<file path="config.mk">
export PLATFORM = sky130hd
export DESIGN_NAME = muldiv_unit
export DESIGN_NICKNAME = d
export VERILOG_FILES = /design/src/rtl/muldiv_unit.sv
export SDC_FILE = /design/constraint.sdc
export NUM_CORES = 1
export LEC_CHECK = 0
export ABC_AREA = 1
export CORE_AREA = 2 2 252 254
export CTS_CLUSTER_DIAMETER = 120
export DETAILED_ROUTE_END_ITERATION = 7
export DIE_AREA = 0 0 254 256
export PLACE_DENSITY = 0.45
export SLEW_MARGIN = 10
export SYNTH_ARGS = -nofsm -noshare
export SYNTH_HDL_FRONTEND = slang
export SYNTH_SLANG_ARGS = --single-unit
</file>
<file path="constraint.sdc">
create_clock -name clk -period 13.6 [get_ports clk]
set_input_delay 2.04 -clock clk [delete_from_list [all_inputs] [get_ports clk]]
set_output_delay 2.04 -clock clk [all_outputs]
set_load 0.1 [all_outputs]
</file>
<file path="src/rtl/muldiv_unit.sv">
// Iterative RISC-V M-extension multiply/divide unit: one radix-2 step per clock,
// signed operations run on magnitudes and are negated on the way into the result register.
module muldiv_unit #(
   parameter int WORDSIZE = 32
) (
   input  logic                clk,
   input  logic                rst,
   input  logic                start,
   input  logic [2:0]          funct3,
   input  logic [WORDSIZE-1:0] rs1_data,
   input  logic [WORDSIZE-1:0] rs2_data,
   input  logic [4:0]          rd_addr,
   input  logic                flush,
   output logic                busy,
   output logic                done,
   output logic [WORDSIZE-1:0] result,
   output logic [4:0]          wb_addr,
   output logic                wb_we
);

   localparam int W  = WORDSIZE;
   localparam int CW = $clog2(WORDSIZE);

   localparam logic [1:0] IDLE = 2'd0;
   localparam logic [1:0] CALC = 2'd1;
   localparam logic [1:0] DONE = 2'd2;

   logic [1:0]     state_q, state_d;
   logic [2:0]     op_q, op_d;
   logic [W-1:0]   opnd_q, opnd_d;
   logic [2*W-1:0] prod_q, prod_d;
   logic [CW-1:0]  cnt_q, cnt_d;
   logic           neg_q, neg_d;
   logic [4:0]     rd_q, rd_d;
   logic [W-1:0]   result_q, result_d;

   logic           sgnA, sgnB, divZero, divOvf;
   logic [W-1:0]   magA, magB, specialVal;
   logic [W:0]     addSum, remShift;
   logic [W-1:0]   diffLow;
   logic           remGeq;
   logic [2*W-1:0] stepVal, fullSigned;
   logic [W-1:0]   divRaw, divOut, finalVal;

   // Operand conditioning at acceptance: sign extraction, magnitudes and the
   // divide-by-zero / signed-overflow shortcuts that bypass the iteration.
   always_comb begin
      sgnA = rs1_data[W-1] & ((funct3 == 3'b001) | (funct3 == 3'b010) |
                              (funct3 == 3'b100) | (funct3 == 3'b110));
      sgnB = rs2_data[W-1] & ((funct3 == 3'b001) | (funct3 == 3'b100) |
                              (funct3 == 3'b110));
      magA = sgnA ? -rs1_data : rs1_data;
      magB = sgnB ? -rs2_data : rs2_data;
      divZero = funct3[2] & (rs2_data == '0);
      divOvf  = funct3[2] & ~funct3[0] & (rs1_data == {1'b1, {(W-1){1'b0}}}) &
                (rs2_data == '1);
      if (divZero)
         specialVal = funct3[1] ? rs1_data : '1;
      else
         specialVal = funct3[1] ? '0 : {1'b1, {(W-1){1'b0}}};
   end

   // One iteration: shift-add for multiply ({hi, multiplier} shifts right),
   // restoring subtract for divide ({remainder, quotient} shifts left).
   always_comb begin
      addSum   = {1'b0, prod_q[2*W-1:W]} + (prod_q[0] ? {1'b0, opnd_q} : '0);
      remShift = prod_q[2*W-1:W-1];
      remGeq   = remShift >= {1'b0, opnd_q};
      diffLow  = remShift[W-1:0] - opnd_q;
      if (!op_q[2])
         stepVal = {addSum, prod_q[W-1:1]};
      else if (remGeq)
         stepVal = {diffLow, prod_q[W-2:0], 1'b1};
      else
         stepVal = {remShift[W-1:0], prod_q[W-2:0], 1'b0};
   end

   // Result selection from the final step; MUL never sets neg_q so the low half is raw.
   always_comb begin
      fullSigned = neg_q ? -stepVal : stepVal;
      divRaw     = op_q[1] ? stepVal[2*W-1:W] : stepVal[W-1:0];
      divOut     = neg_q ? -divRaw : divRaw;
      if (op_q[2])
         finalVal = divOut;
      else if (op_q[1:0] == 2'b00)
         finalVal = fullSigned[W-1:0];
      else
         finalVal = fullSigned[2*W-1:W];
   end

   // Control FSM and next-state for all datapath registers.
   always_comb begin
      state_d  = state_q;
      op_d     = op_q;
      opnd_d   = opnd_q;
      prod_d   = prod_q;
      cnt_d    = cnt_q;
      neg_d    = neg_q;
      rd_d     = rd_q;
      result_d = result_q;
      case (state_q)
         IDLE: begin
            if (start && !flush) begin
               op_d   = funct3;
               rd_d   = rd_addr;
               neg_d  = (funct3 == 3'b110) ? sgnA : (sgnA ^ sgnB);
               opnd_d = magB;
               prod_d = {{W{1'b0}}, magA};
               cnt_d  = '0;
               if (divZero || divOvf) begin
                  state_d  = DONE;
                  result_d = specialVal;
               end else begin
                  state_d = CALC;
               end
            end
         end
         CALC: begin
            if (flush) begin
               state_d = IDLE;
            end else begin
               prod_d = stepVal;
               cnt_d  = cnt_q + 1'b1;
               if (cnt_q == CW'(W - 1)) begin
                  state_d  = DONE;
                  result_d = finalVal;
               end
            end
         end
         DONE:    state_d = IDLE;
         default: state_d = IDLE;
      endcase
   end

   always_ff @(posedge clk or posedge rst) begin
      if (rst) begin
         state_q  <= IDLE;
         op_q     <= '0;
         opnd_q   <= '0;
         prod_q   <= '0;
         cnt_q    <= '0;
         neg_q    <= 1'b0;
         rd_q     <= '0;
         result_q <= '0;
      end else begin
         state_q  <= state_d;
         op_q     <= op_d;
         opnd_q   <= opnd_d;
         prod_q   <= prod_d;
         cnt_q    <= cnt_d;
         neg_q    <= neg_d;
         rd_q     <= rd_d;
         result_q <= result_d;
      end
   end

   assign busy    = (state_q != IDLE);
   assign done    = (state_q == DONE) && !flush;
   assign wb_we   = done && (rd_q != 5'd0);
   assign wb_addr = rd_q;
   assign result  = result_q;

endmodule

</file>
# [After elaboration in Yosys (flattened, before gate mapping)]
# Cells that the tools add are included.
[word_totals] reg_bits=144 in_bits=76 out_inout_bits=40
[classes] addsub=7 n_lt_le_gt_ge=1 n_eq_ne=14 n_mux=30 n_bitwise=13 reduce_logical=15
[op_table] cell="32-bit two-way mux" n=14
[op_table] cell="64-bit two-way mux" n=5
[op_table] cell="64-bit case mux with 2 select lines" n=1
[op_table] cell="32-bit negator" n=3
[op_table] cell="32-bit == test, second input constant" n=2
[op_table] cell="64-bit negator" n=1
[op_table] cell="32-bit case mux with 2 select lines" n=1
[op_table] cell="32-bit by 32-bit adder with 33-bit output" n=1
[op_table] cell="33-bit by 32-bit greater-or-equal comparator with 1-bit output" n=1
[op_table] cell="32-bit zero test" n=1
[op_table] cell="32-bit subtractor" n=1
[op_table] cell="5-bit two-way mux" n=2
[op_table] cell="5-bit case mux with 2 select lines" n=1
[op_table] cell="2-bit two-way mux" n=4
[op_table] cell="2-bit != test, second input constant" n=4
[op_table] cell="1-bit AND" n=6
[op_table] cell="3-bit == test, second input constant" n=2
[op_table] cell="5-bit by 1-bit adder with 5-bit output, second input constant" n=1
[op_table] cell="5-bit == test, second input constant" n=1
[op_table] cell="1-bit bitwise OR" n=5
[op_table] cell="5-bit AND reduction" n=1
[op_table] cell="5-bit nonzero test" n=1
[op_table] cell="2-bit zero test" n=2
[op_table] cell="2-bit case mux with 2 select lines" n=1
[op_table] cell="other kinds (14)" n=18

# [Longest topological paths before layout]
[depth] ltp_word=10 ltp_mapped=34 mapped_depth_nobuf=34

# [Least setup slack after synthesis]
# No wires, ideal clock.
[synth_timing] kind="input to output" from="input port flush" to="output port wb_we" arrival_ns=4.214 slack_ns=7.346 cell_stages=3 path_buffers=0 path_cell_list="nor2_1 o41ai_1 inv_1"
[synth_via] elab_chain_len=3
[synth_lines] item="start: declaration" line_no="13" text="input logic flush,"
[synth_lines] item="1-bit zero test" line_no="158" text="assign done = (state_q == DONE) && !flush;"
[synth_lines] item="1-bit logical AND" line_no="158"
[synth_lines] item="1-bit logical AND" line_no="159" text="assign wb_we = done && (rd_q != 5'd0);"
[synth_lines] item="end: declaration" line_no="18" text="output logic wb_we"
# No other way between the ends.

# [Final worst setup path]
# Same ends and word-level chain as after synthesis.

==> tab_implementation.tex <==
\begin{tabular}{lr}
\hline
Metric & Value \\
\hline
\multicolumn{2}{l}{\textbf{Timing}} \\
\quad Clock period minus final worst setup slack & between 6 and 7 ns \\
\quad Least-Margin Pin Slew & 1.33 ns \\
\quad Setup WS post-layout & $\sim$7.6 ns \\
\quad Total setup violations reported at the end of the flow & 0 \\
\quad Tcrit/Tclk final & between 40\% and 50\% \\
\quad Hold violation total from the final report & 0 \\
\quad Unrepaired setup endpoints after global routing & no \\
\quad Fin. max-slew vios & 0 \\
\quad Worst rel slew slack & about a tenth \\
\quad Layout Skew & approximately 0.028 ns \\
\quad Setup Total Neg Slack & 0 ns \\
\quad Maximum operating frequency & roughly 170 MHz \\
\multicolumn{2}{l}{\textbf{Worst setup path}} \\
\quad Crit path cell chain & clkdlybuf4s50\_1 > nor2\_1 > o41ai\_1 > inv\_1 > clkdlybuf4s50\_1 \\
\quad R2r worst-path depth & 28 \\
\quad Most used cell, CP & clkdlybuf4s50\_1 \\
\quad Kind of launch point of the worst setup path & primary input \\
\quad Total stage count of the critical path & 5 \\
\quad CP endpoint kind & primary output \\
\quad Critical Path AT & a little under 4 ns \\
\quad Slowest stage delay, CP & 1.13 ns \\
\quad Critical path type & in2out \\
\quad Data required time of the critical path & $\sim$12 ns \\
\quad CP top delay family & buffers and inverters \\
\quad Worst path buffer plus inverter count & 3 \\
\quad Max FO, Critical Path & 4 \\
\quad Max stage delay cell, worst path & clkdlybuf4s50\_1 \\
\multicolumn{2}{l}{\textbf{Synth}} \\
\quad Mapped Nets & 3,354 \\
\quad Area fraction of the dominant cell type after synthesis & approximately 20\% \\
\quad Netlist cell types & 55 \\
\quad Multiplexer fraction of the synthesized cell area & 0\% \\
\quad Ranking of synthesized cells by area & nand2\_1, dfrtp\_1, inv\_1 \\
\quad Number of flops mapped to enable cells by yosys & 0 \\
\quad Arithmetic-cell share of the synthesized area counting full adders, half adders and majority gates & 5.02\% \\
\quad Largest family of logic cells by synthesized area & simple AND/OR/NAND/NOR gates \\
\quad Post-synth design cell area & between 15,000 and 20,000 µm² \\
\quad Cell type contributing the most total cell area after synthesis & nand2\_1 \\
\quad Main flop type after synthesis & dfrtp\_1 \\
\quad Share of the synthesized area in compound gates (AO/OA/AOI/OAI) & 14.9\% \\
\quad Total of warnings raised by yosys & 0 \\
\quad Proportion of register bits with asynchronous set or reset after synthesis & 100\% \\
\quad Post-synthesis share of cell area spent on and, or, nand and nor gates & between 40\% and 50\% \\
\quad Parity-gate share of the synthesized area counting xor and xnor cells & roughly 4.5\% \\
\quad Post-synthesis cell count & 3,205 \\
\quad Synth Register Bits & 144 \\
\quad Part of the Yosys area used for sequential elements & about a fifth \\
\quad Mean instance size in the synthesized netlist & around 5.8 µm² \\
\multicolumn{2}{l}{\textbf{Job}} \\
\quad Max-Cap Viols & 0 \\
\multicolumn{2}{l}{\textbf{Layout}} \\
\quad \# diodes & 0 \\
\quad Number of inserted filler cells in the final layout & slightly above 7,000 \\
\quad Final Non-Filler Cells & between 4,000 and 5,000 \\
\quad Final nets & 3,395 \\
\quad Fraction of layout cells with a size suffix above 1 & approximately 6.6\% \\
\quad Synthesis-to-layout area growth & 13.3\% \\
\multicolumn{2}{l}{\textbf{Floorplanning}} \\
\quad Core Region & about 62,000 µm² \\
\quad Number of rows in the core area & 92 \\
\quad I/O Pins & $\sim$120 \\
\quad Area of the die & between 60,000 and 70,000 µm² \\
\quad Floorplan die width & roughly 250 µm \\
\quad Die H & 256 µm \\
\quad Initial standard-cell utilization of the core & between 20\% and 30\% \\
\multicolumn{2}{l}{\textbf{CTS}} \\
\quad TritonCTS buffer count & 17 \\
\quad CTS HTree Levels & 4 \\
\quad Number of buffers added for setup after CTS & 0 \\
\quad Cell chosen for the clock root & clkbuf\_16 \\
\quad Post-CTS resize count & 0 \\
\quad Buffer levels on the longest clock path & 2 \\
\quad Count of hold buffers inserted by post-cts repair & 0 \\
\quad Clock latency on the worst-skew pair & between 0.4 and 0.5 ns \\
\quad Clock net sink count & about 140 \\
\quad CTS tree & built \\
\quad Clk slew on worst S/H paths & 0.07 ns \\
\multicolumn{2}{l}{\textbf{Place}} \\
\quad Number of buffer cells added on primary ports & approximately 120 \\
\quad Placer Congestion & between 0.9 and 1 \\
\quad Post-Place Worst Slack & 7.40 ns \\
\quad Dpl hpwl & around 70,000 µm \\
\quad Placed instance count & around 4,100 \\
\multicolumn{2}{l}{\textbf{GRT}} \\
\quad Via count of the first global-routing pass & roughly 20,000 \\
\quad Pin count of the biggest net entering global routing & 86 \\
\quad Overall global routing resource usage & between 20\% and 30\% \\
\quad Initial antenna violation count & 1 \\
\quad Global-route wire length before repair & roughly 130,000 µm \\
\quad Aggregate global routing overflow & 0 \\
\multicolumn{2}{l}{\textbf{Routing}} \\
\quad Routed wire length per instance & roughly 21 µm \\
\quad Via-per-instance ratio & 5.16 \\
\quad Detailed-router iteration count before antenna repair & 6 \\
\quad Post-route DRC & 0 \\
\quad Drt total wl & a little under 90,000 µm \\
\quad Remaining antenna violation count after routing & 0 \\
\quad Via count & 21,200 \\
\quad Starting DRT DRC Count & 1,940 \\
\multicolumn{2}{l}{\textbf{Hold path}} \\
\quad Hold Path Depth & 2 \\
\quad Worst Hold Class & reg2reg \\
\multicolumn{2}{l}{\textbf{Status}} \\
\quad Outcome & completed \\
\hline
\end{tabular}
cell usage after synthesis, types with 4 or more instances:
cell         n
a21oi_1    192
a21oi_2      4
a31oi_1      8
and2_1       4
buf_1        6
buf_2       30
buf_4        6
buf_6        8
clkbuf_1    62
clkinv_1     4
dfrtp_1    144
ha_1        71
inv_1      422
inv_2        9
nand2_1   1006
nand2_2     33
nand2_4      7
nand3_1    289
nand3_2     21
nand3_4      6
nand3b_1    17
nand4_1     36
nand4_2      4
nor2_1     310
nor2_2      26
nor2_4       4
nor3_1      37
nor3_2       4
nor4_1       5
o211ai_1     8
o21ai_0    220
o21ai_1     16
o21ai_2      8
o21bai_1     8
o221ai_1     4
o22ai_1     24
or2_2       16
xnor2_1     12
xor2_1      83
tightest hold or removal path: stages, from the launching register on:
cell and delay (ns):
dfrtp_1 0.35, nand2_1 0.05, nand2_1 0.06
placed cells by master (no fill, tap or decap), drive strengths merged, types with 18 or more instances in the layout:
master	instances
clkdlybuf4s50	115
nand3	316
xor2	83
buf	23
dfrtp	144
o22ai	24
ha	71
nand4	43
nor3	42
clkbuf	18
nor2	340
o21ai	244
inv	435
a21oi	196
nand2	1046
stage by stage:
step                      instance area (µm²)  hold slack (ns)  utilization (%)
after floorplan                         18500            0.454                -
after global placement                  20300            0.475             32.5
after detailed placement                20300            0.470             32.5
after CTS                               20900            0.494             33.6
after global routing                    20900            0.541             33.6
final                                   20900            0.492             33.6
routing by layer:
metal / wire length [µm] / vias to the layer above / global-route usage [%]
met3: 5660 / 48 / 4.09
met2: 37400 / 726 / 40.3
met1: 42900 / 10100 / 39.9
met5: 0 / - / 0
li1: - / 10400 / -
met4: 1080 / 0 / 4.71
registers in the layout, indices dropped and copies added (netlist names):
register and cells:
prod_q 64, neg_q 1, wb_addr 5, result 32, state_q 2, opnd_q 32
cnt_q 5, op_q 3
area by class of cell:
type                            instances  area, µm²  share of cell area [%]
Clock buffer                           18        429                    2.05
Clock inverter                         14        226                    1.08
Inverter                              435       1640                    7.82
Multi-Input combinational cell       2510      12600                    60.4
Sequential cell                       144       3610                    17.2
Tap cell                              846       1060                    5.06
Timing Repair Buffer                  138       1320                    6.32
worst paths after layout:
kind                                         from                     end  slack [ns]
max                                         flush                   wb_we        7.59
min                         result[1]$_DFFE_PP0P_   result[1]$_DFFE_PP0P_        0.49
max reg2reg                opnd_q[12]$_DFFE_PP0P_   result[8]$_DFFE_PP0P_        7.90
min reg2reg                 result[1]$_DFFE_PP0P_   result[1]$_DFFE_PP0P_        0.49
max in group asynchronous                     rst  prod_q[21]$_DFFE_PP0P_       10.07
min in group asynchronous                     rst   opnd_q[5]$_DFFE_PP0P_        2.09
logic make-up after synthesis:
kind of cell             after synthesis
AO/OA/AOI/OAI                        509
flip-flops                           144
adder cells (fa/ha/maj)               73
buffers and inverters                551
XOR/XNOR                              95
AND/OR/NAND/NOR                     1833
Power is not shown: default switching activity piles up to over one toggle a cycle in this logic, so the estimate is an artifact.
